<file path="src/rtl/clk_pkg.sv">
// clk_pkg
//   Shared definitions for the clock/timer datapath counters.
//   - bcd_digit_t : one packed BCD digit (4 bits)
//   - BCD_ZERO / BCD_NINE : digit limits
//   - MAX_DIGITS  : widest counter the helper functions support
//   - to_bcd()    : constant function, decimal integer -> packed BCD
//                   (digit 0 in bits [3:0]), MAX_DIGITS digits wide
//   - pow10()     : constant function, 10**n
package clk_pkg;

   typedef logic [3:0] bcd_digit_t;

   localparam bcd_digit_t BCD_ZERO = 4'd0;
   localparam bcd_digit_t BCD_NINE = 4'd9;

   // 10**9 still fits an int unsigned, which bounds the digit count.
   localparam int unsigned MAX_DIGITS = 9;

   function automatic logic [4*MAX_DIGITS-1:0] to_bcd(input int unsigned val);
      logic [4*MAX_DIGITS-1:0] r;
      int unsigned             v;
      r = '0;
      v = val;
      for (int unsigned i = 0; i < MAX_DIGITS; i++) begin
         r[4*i +: 4] = 4'(v % 10);
         v           = v / 10;
      end
      return r;
   endfunction

   function automatic int unsigned pow10(input int unsigned n);
      int unsigned r;
      r = 1;
      for (int unsigned i = 0; i < n; i++) begin
         r = r * 10;
      end
      return r;
   endfunction

endpackage

</file>
<file path="src/rtl/bcd_mod_counter_if.sv">
// bcd_mod_counter_if
//   Request/response bundle of one BCD modulus counter stage.
//   master : clr, load, load_val, increase, decrease out; value, over,
//            under, load_err in (the controller / upstream stage side)
//   slave  : the counter itself
//   N_DIGITS sets the width of load_val / value (4*N_DIGITS bits).
interface bcd_mod_counter_if #(
   parameter int unsigned N_DIGITS = 2
);

   logic                    clr;
   logic                    load;
   logic [4*N_DIGITS-1:0]   load_val;
   logic                    increase;
   logic                    decrease;
   logic [4*N_DIGITS-1:0]   value;
   logic                    over;
   logic                    under;
   logic                    load_err;

   modport master (
      output clr, load, load_val, increase, decrease,
      input  value, over, under, load_err
   );

   modport slave (
      input  clr, load, load_val, increase, decrease,
      output value, over, under, load_err
   );

endinterface

</file>
<file path="src/rtl/bcd_digit.sv">
// bcd_digit
//   One registered 0-9 BCD digit of a cascaded counter.
//   clk_out, rst_n : clock, asynchronous active-low reset to INIT_DIGIT
//   clr            : synchronous clear to 0 (highest priority)
//   ld, ld_digit   : synchronous parallel load
//   wrap, wrap_digit : forced value used by the top for the terminal wrap
//   inc, dec       : step up / down this cycle
//   digit          : registered digit
//   carry, borrow  : combinational ripple to the next digit (inc at 9,
//                    dec at 0)
module bcd_digit
   import clk_pkg::*;
#(
   parameter bcd_digit_t INIT_DIGIT = BCD_ZERO
) (
   input  logic       clk_out,
   input  logic       rst_n,
   input  logic       clr,
   input  logic       ld,
   input  bcd_digit_t ld_digit,
   input  logic       wrap,
   input  bcd_digit_t wrap_digit,
   input  logic       inc,
   input  logic       dec,
   output bcd_digit_t digit,
   output logic       carry,
   output logic       borrow
);

   assign carry  = inc & (digit == BCD_NINE);
   assign borrow = dec & (digit == BCD_ZERO);

   always_ff @(posedge clk_out or negedge rst_n) begin
      if (!rst_n) begin
         digit <= INIT_DIGIT;
      end else if (clr) begin
         digit <= BCD_ZERO;
      end else if (ld) begin
         digit <= ld_digit;
      end else if (wrap) begin
         digit <= wrap_digit;
      end else if (inc) begin
         digit <= (digit == BCD_NINE) ? BCD_ZERO : digit + 4'd1;
      end else if (dec) begin
         digit <= (digit == BCD_ZERO) ? BCD_NINE : digit - 4'd1;
      end
   end

endmodule

</file>
<file path="src/rtl/bcd_mod_counter.sv">
// bcd_mod_counter
//   Multi-digit BCD up/down counter wrapping at MOD_VAL.
//   clk_out : clock, rising edge
//   rst_n   : asynchronous active-low reset, value <= BCD(INIT_VAL)
//   bus     : bcd_mod_counter_if.slave
//             clr, load, load_val, increase, decrease in;
//             value (registered), over/under (combinational carry/borrow),
//             load_err (registered one-cycle pulse on a rejected load) out
//   Priority per edge: clr > load > count.
//   Build option: define BCD_MOD_COUNTER_SAT_EN to saturate at 0 and
//   MOD_VAL-1 instead of wrapping; over/under still flag the limit.
module bcd_mod_counter
   import clk_pkg::*;
#(
   parameter int unsigned N_DIGITS = 2,
   parameter int unsigned MOD_VAL  = 60,
   parameter int unsigned INIT_VAL = 0
) (
   input  logic             clk_out,
   input  logic             rst_n,
   bcd_mod_counter_if.slave bus
);

   localparam int unsigned              W         = 4 * N_DIGITS;
   localparam logic [4*MAX_DIGITS-1:0]  MAX_FULL  = to_bcd(MOD_VAL - 1);
   localparam logic [4*MAX_DIGITS-1:0]  INIT_FULL = to_bcd(INIT_VAL);
   localparam logic [W-1:0]             MAX_BCD   = MAX_FULL[W-1:0];
   localparam logic [W-1:0]             INIT_BCD  = INIT_FULL[W-1:0];

   if (N_DIGITS == 0 || N_DIGITS > MAX_DIGITS) begin : g_bad_digits
      $fatal(1, "bcd_mod_counter: N_DIGITS out of range");
   end
   if (MOD_VAL < 2 || MOD_VAL > pow10(N_DIGITS)) begin : g_bad_mod
      $fatal(1, "bcd_mod_counter: MOD_VAL out of range");
   end
   if (INIT_VAL >= MOD_VAL) begin : g_bad_init
      $fatal(1, "bcd_mod_counter: INIT_VAL must be below MOD_VAL");
   end

   logic [W-1:0]        value_q;
   logic                load_err_q;
   logic                digits_ok;
   logic                load_ok;
   logic                load_go;
   logic                accept;
   logic                up_req;
   logic                dn_req;
   logic                at_top;
   logic                at_zero;
   logic                over_c;
   logic                under_c;
   logic                step_up;
   logic                step_dn;
   logic                wrap;
   logic [W-1:0]        wrap_val;
   logic [N_DIGITS:0]   inc_en;
   logic [N_DIGITS:0]   dec_en;
   logic                chain_unused;

   always_comb begin
      digits_ok = 1'b1;
      for (int unsigned i = 0; i < N_DIGITS; i++) begin
         if (bus.load_val[4*i +: 4] > BCD_NINE) begin
            digits_ok = 1'b0;
         end
      end
   end

   // With every digit valid, an unsigned compare of the packed BCD
   // vectors orders them exactly as their decimal values.
   assign load_ok = digits_ok & (bus.load_val <= MAX_BCD);
   assign load_go = ~bus.clr & bus.load & load_ok;

   assign accept  = ~bus.clr & ~bus.load;
   assign up_req  = bus.increase & ~bus.decrease;
   assign dn_req  = bus.decrease & ~bus.increase;
   assign at_top  = (value_q == MAX_BCD);
   assign at_zero = (value_q == '0);

   assign over_c  = accept & up_req & at_top;
   assign under_c = accept & dn_req & at_zero;

   // The terminal step is handled as a forced load of every digit, so the
   // digit ripple chain only ever sees non-terminal steps.
   assign step_up = accept & up_req & ~at_top;
   assign step_dn = accept & dn_req & ~at_zero;

`ifdef BCD_MOD_COUNTER_SAT_EN
   assign wrap     = 1'b0;
   assign wrap_val = '0;
`else
   assign wrap     = over_c | under_c;
   assign wrap_val = under_c ? MAX_BCD : '0;
`endif

   assign inc_en[0] = step_up;
   assign dec_en[0] = step_dn;

   for (genvar i = 0; i < N_DIGITS; i++) begin : g_digit
      bcd_digit #(
         .INIT_DIGIT (INIT_BCD[4*i +: 4])
      ) u_digit (
         .clk_out    (clk_out),
         .rst_n      (rst_n),
         .clr        (bus.clr),
         .ld         (load_go),
         .ld_digit   (bus.load_val[4*i +: 4]),
         .wrap       (wrap),
         .wrap_digit (wrap_val[4*i +: 4]),
         .inc        (inc_en[i]),
         .dec        (dec_en[i]),
         .digit      (value_q[4*i +: 4]),
         .carry      (inc_en[i+1]),
         .borrow     (dec_en[i+1])
      );
   end

   // Ripple out of the top digit cannot fire: non-terminal steps never
   // pass MOD_VAL-1 or go below 0.
   assign chain_unused = inc_en[N_DIGITS] | dec_en[N_DIGITS];

   always_ff @(posedge clk_out or negedge rst_n) begin
      if (!rst_n) begin
         load_err_q <= 1'b0;
      end else begin
         load_err_q <= ~bus.clr & bus.load & ~load_ok;
      end
   end

   assign bus.value    = value_q;
   assign bus.over     = over_c;
   assign bus.under    = under_c;
   assign bus.load_err = load_err_q;

endmodule

</file>
<file path="src/flat_wrapper.sv">
// flat-port wrapper written by rule: the top's interface ports become plain ports
module bcd_mod_counter_flat import clk_pkg::*;
#(
   parameter int unsigned N_DIGITS = 2,
   parameter int unsigned MOD_VAL  = 60,
   parameter int unsigned INIT_VAL = 0
)
  (clk_out, rst_n, bus_clr, bus_load, bus_load_val, bus_increase, bus_decrease, bus_value, bus_over, bus_under, bus_load_err);
  bcd_mod_counter_if #(.N_DIGITS(N_DIGITS)) bus_i ();
  input  logic clk_out;
  input  logic rst_n;
  input wire logic [$bits(bus_i.clr)-1:0] bus_clr;
  input wire logic [$bits(bus_i.load)-1:0] bus_load;
  input wire logic [$bits(bus_i.load_val)-1:0] bus_load_val;
  input wire logic [$bits(bus_i.increase)-1:0] bus_increase;
  input wire logic [$bits(bus_i.decrease)-1:0] bus_decrease;
  output wire logic [$bits(bus_i.value)-1:0] bus_value;
  output wire logic [$bits(bus_i.over)-1:0] bus_over;
  output wire logic [$bits(bus_i.under)-1:0] bus_under;
  output wire logic [$bits(bus_i.load_err)-1:0] bus_load_err;
  assign bus_i.clr = bus_clr;
  assign bus_i.load = bus_load;
  assign bus_i.load_val = bus_load_val;
  assign bus_i.increase = bus_increase;
  assign bus_i.decrease = bus_decrease;
  assign bus_value = bus_i.value;
  assign bus_over = bus_i.over;
  assign bus_under = bus_i.under;
  assign bus_load_err = bus_i.load_err;
  bcd_mod_counter #(.N_DIGITS(N_DIGITS), .MOD_VAL(MOD_VAL), .INIT_VAL(INIT_VAL)) u_core (.clk_out(clk_out), .rst_n(rst_n), .bus(bus_i));
endmodule
</file>
<file path="config.mk">
export PLATFORM = sky130hd
export DESIGN_NAME = bcd_mod_counter_flat
export DESIGN_NICKNAME = d
export VERILOG_FILES = /design/src/rtl/clk_pkg.sv /design/src/rtl/bcd_mod_counter_if.sv /design/src/rtl/bcd_digit.sv /design/src/rtl/bcd_mod_counter.sv /design/src/flat_wrapper.sv
export SDC_FILE = /design/constraint.sdc
export NUM_CORES = 1
export LEC_CHECK = 0
export BUFFER_PORTS_ARGS = -buffer_cell sky130_fd_sc_hd__buf_4
export CAP_MARGIN = 20
export CORE_UTILIZATION = 29
export CTS_CLUSTER_DIAMETER = 100
export DETAILED_ROUTE_END_ITERATION = 6
export PLACE_DENSITY_LB_ADDON = 0.05
export SETUP_SLACK_MARGIN = 0.1
export SYNTH_ARGS = -nofsm -noshare
export SYNTH_HDL_FRONTEND = slang
export SYNTH_SLANG_ARGS = --single-unit
</file>
<file path="constraint.sdc">
create_clock -name clk_out -period 3.02 [get_ports clk_out]
set_clock_uncertainty 0.2 [all_clocks]
set_input_delay 0.906 -clock clk_out [delete_from_list [all_inputs] [get_ports clk_out]]
set_output_delay 0.906 -clock clk_out [all_outputs]
set_load 0.01 [all_outputs]
</file>
==> impl_metrics.sql <==
INSERT INTO impl_metrics (metric_group, metric, value, unit) VALUES
('drt', 'ant_nets', '0', ''),
('floorplan', 'die_h', '60.05', 'um'),
('grt', 'grt-ovfl-total', '0', ''),
('cts', 'clkSinkCount', '9', ''),
('status', 'run_status', 'completed', ''),
('floorplan', 'initial_utilization', '0.3124', ''),
('drt', 'drt_iter0_drc', '57', ''),
('timing', 'final.min_clock_period', '2.891', 'ns'),
('cells_and_area', 'post_route_cells_drive_above_1_share', '0.3245', ''),
('grt', 'vias_in_the_first_global_route', '932', ''),
('timing', 'hold_viol_final', '0', ''),
('synthesis', 'synth-edff-count', '0', ''),
('timing', 'timing.hold.ws', '0.2471', 'ns'),
('timing', 'post-route-worst-setup-slack', '0.1291', 'ns'),
('floorplan', 'io_pins', '25', ''),
('job', 'cap_viol_max_count', '0', ''),
('timing', 'setup-tns-final', '0', 'ns'),
('grt', 'number_of_antenna_violations_at_the_first_check_in_global_routing', '0', ''),
('synthesis', 'netlist.area_leader.share', '0.2305', ''),
('setup_path', 'crit_required', '1.91', 'ns'),
('drt', 'via_count', '1017', ''),
('setup_path', 'crit_path_top_delay_cell', 'nor4b_4', ''),
('drt', 'top_signal_layer_used', 'met3', ''),
('cts', 'cts_tree', 'yes', ''),
('drt', 'routedWlPerCell', '14.11', 'um'),
('cells_and_area', 'area_growth_syn_to_layout', '35.60', '%'),
('timing', 'fin_crit_sh', '0.9572', ''),
('pwr', 'power_leakage', '0.0005470', 'uW'),
('grt', 'grt_max_degree', '16', ''),
('placed_design', 'gp_routability_congestion', '0.7591', ''),
('synthesis', 'yosys-top-cells-area', 'dfrtp_1 (23%), ha_1 (5.1%), a21oi_1 (4.6%), nor2_1 (3.8%), or3_1 (3.8%)', ''),
('floorplan', 'coreArea', '3128', 'sq um'),
('setup_path', 'cp.arrival', '1.78', 'ns'),
('cells_and_area', 'layout_common_cells', 'buf_4 (33), nor2_1 (10), a21oi_1 (9)', ''),
('cts', 'cts.hold.buffers_added', '0', ''),
('cts', 'clock_tree.htree_level_count', '1', ''),
('cts', 'cts.root.buffer_cell', 'clkbuf_4', ''),
('timing', 'max-slew-margin-rel', '0.5963', ''),
('min_path', 'timing.hold.worst.class', 'primary input to asynchronous set/reset pin', ''),
('placed_design', 'dpl_worst_slack', '0.06240', 'ns'),
('floorplan', 'num_rows', '20', ''),
('synthesis', 'library_cell_occupying_the_most_area_in_the_post_synthesis_netlist', 'dfrtp_1', ''),
('setup_path', 'crit_path_start_kind', 'primary input', ''),
('synthesis', 'synthFlopType', 'dfrtp_1', ''),
('setup_path', 'worst_path_dominant_cell_family', 'simple AND/OR/NAND/NOR gates', ''),
('drt', 'wl_met2', '1224', 'um'),
('cells_and_area', 'diodes', '0', ''),
('cells_and_area', 'finish.net_count', '170', ''),
('setup_path', 'path_cells', 'buf_6 > nor4b_4 > nand2_2 > nor4_4 > buf_4', ''),
('synthesis', 'syn-num-nets', '136', ''),
('cts', 'clk_pin_slew_worst_paths', '0.07', 'ns'),
('timing', 'setup_viol', '0', ''),
('timing', 'finalMaxSlewViolations', '0', ''),
('cts', 'insertion_delay', '0.27', 'ns'),
('drt', 'drt_pass1_iterations', '4', ''),
('drt', 'routed_via_density', '5.215', ''),
('placed_design', 'portBuffers', '24', ''),
('drt', 'met3RoutedLength', '121', 'um'),
('synthesis', 'synth-warning-count', '0', ''),
('cells_and_area', 'most_common_cell_after_layout_fill_and_taps_aside', 'buf_4', ''),
('synthesis', 'synth_sequential_area_ratio', '0.2305', ''),
('setup_path', 'critPathKind', 'primary input to primary output', ''),
('setup_path', 'crit_path_max_incr_delay', '0.34', 'ns'),
('grt', 'grt_first_pass_wirelength', '4609', 'um'),
('setup_path', 'worstSetupEndpointType', 'primary output', ''),
('grt', 'groute.usage.overall', '0.1716', ''),
('timing', 'actual_slew_at_the_worst_max_slew_pin', '0.6015', 'ns'),
('setup_path', 'maximum_fanout_count_along_the_critical_path', '2', ''),
('pwr', 'vdd_drop_max', '0.1420', 'mV'),
('placed_design', 'detailedPlacementHpwl', '2189', 'um'),
('synthesis', 'synth_area_per_cell', '8.281', 'sq um');
layout make-up:
| type | instances | area [sq um] | share of cell area |
|---|---|---|---|
| Clock buffer | 4 | 26.28 | 0.01983 |
| Tap cell | 44 | 55.05 | 0.04155 |
| Sequential cell | 9 | 226.5 | 0.1709 |
| Multi-Input combinational cell | 97 | 724.4 | 0.5467 |
| Timing Repair Buffer | 35 | 270.3 | 0.2040 |
| Inverter | 6 | 22.52 | 0.01700 |
final timing paths:
path / from / to / slack, ns / depth (start not counted)
min in group clk_out: u_core.g_digit[1].u_digit.digit[1] / u_core.g_digit[1].u_digit.digit[1] / 0.47 / 2
max reg2reg: u_core.g_digit[1].u_digit.digit[1] / u_core.g_digit[0].u_digit.digit[1] / 0.73 / 7
min reg2reg: u_core.g_digit[1].u_digit.digit[1] / u_core.g_digit[1].u_digit.digit[1] / 0.47 / 2
max in group asynchronous: rst_n / u_core.g_digit[0].u_digit.digit[3] / 2.22 / 1
max: bus_clr / bus_over / 0.13 / 5
min: rst_n / u_core.g_digit[1].u_digit.digit[0] / 0.25 / 1
kinds of logic after synthesis:
logic type,synth area share
AO/OA/AOI/OAI,0.2727
XOR/XNOR,0.03585
adder cells (fa/ha/maj),0.05122
buffers and inverters,0.05761
flip-flops,0.2305
multiplexers,0.04225
AND/OR/NAND/NOR,0.3099
worst register-to-register path, delay by kind of cell (launching register included):
family | cells | cell delay [ns]
AO/OA/AOI/OAI | 2 | 0.44
adder cells (fa/ha/maj) | 1 | 0.17
AND/OR/NAND/NOR | 2 | 0.54
buffers and inverters | 2 | 0.32
flip-flops | 1 | 0.46
flip-flops by register name, indices dropped and copies added, names as in the netlist:
name                          cells
u_core.g_digit.u_digit.digit      8
u_core.bus.load_err               1
layer usage:
| layer | track usage | vias up |
|---|---|---|
| met5 | 0 | - |
| met4 | 0.04983 | 0 |
| met3 | 0.02597 | 0 |
| met2 | 0.2492 | 29 |
| met1 | 0.2586 | 472 |
| li1 | - | 516 |
Yosys cell counts, drive strengths merged, types with 2 or more instances:
| master | number |
|---|---|
| or3 | 6 |
| o31ai | 2 |
| nand2b | 3 |
| clkbuf | 2 |
| mux2i | 3 |
| a211oi | 3 |
| nor4 | 2 |
| nand3 | 3 |
| xnor2 | 4 |
| inv | 6 |
| nor2 | 10 |
| nor2b | 2 |
| nand2 | 9 |
| nand3b | 2 |
| a311oi | 2 |
| ha | 4 |
| a21oi | 9 |
| nor3 | 3 |
| nor4b | 2 |
| o21ai | 4 |
| dfrtp | 9 |
| buf | 4 |
what timing repair did:
| item | 4_1_cts | 5_1_grt |
|---|---|---|
| endpoints found under the setup margin | 2 | 2 |
| gates resized for setup | 5 | 2 |
| buffers inserted | 1 | 0 |
| gates cloned | 0 | 0 |
| pin swaps | 2 | 0 |
| endpoints found under the hold margin | 0 | 0 |
per-stage QoR:
step	cell area (sq um)	total power (uW)	cells
floorplan	985.9	240.1	118
global placement	1262	295.5	190
detailed placement	1262	296.4	190
CTS	1310	399.3	195
global route	1325	427.9	195
finish	1325	398.9	195
report_power, final:
group	internal, uW	leakage [uW]	switching, uW
registers	129	0.000120	20.0
clock network	51.0	0.0000150	46.6
logic	79.0	0.000412	73.2
Note: power is estimated with default switching activity, not from simulation.
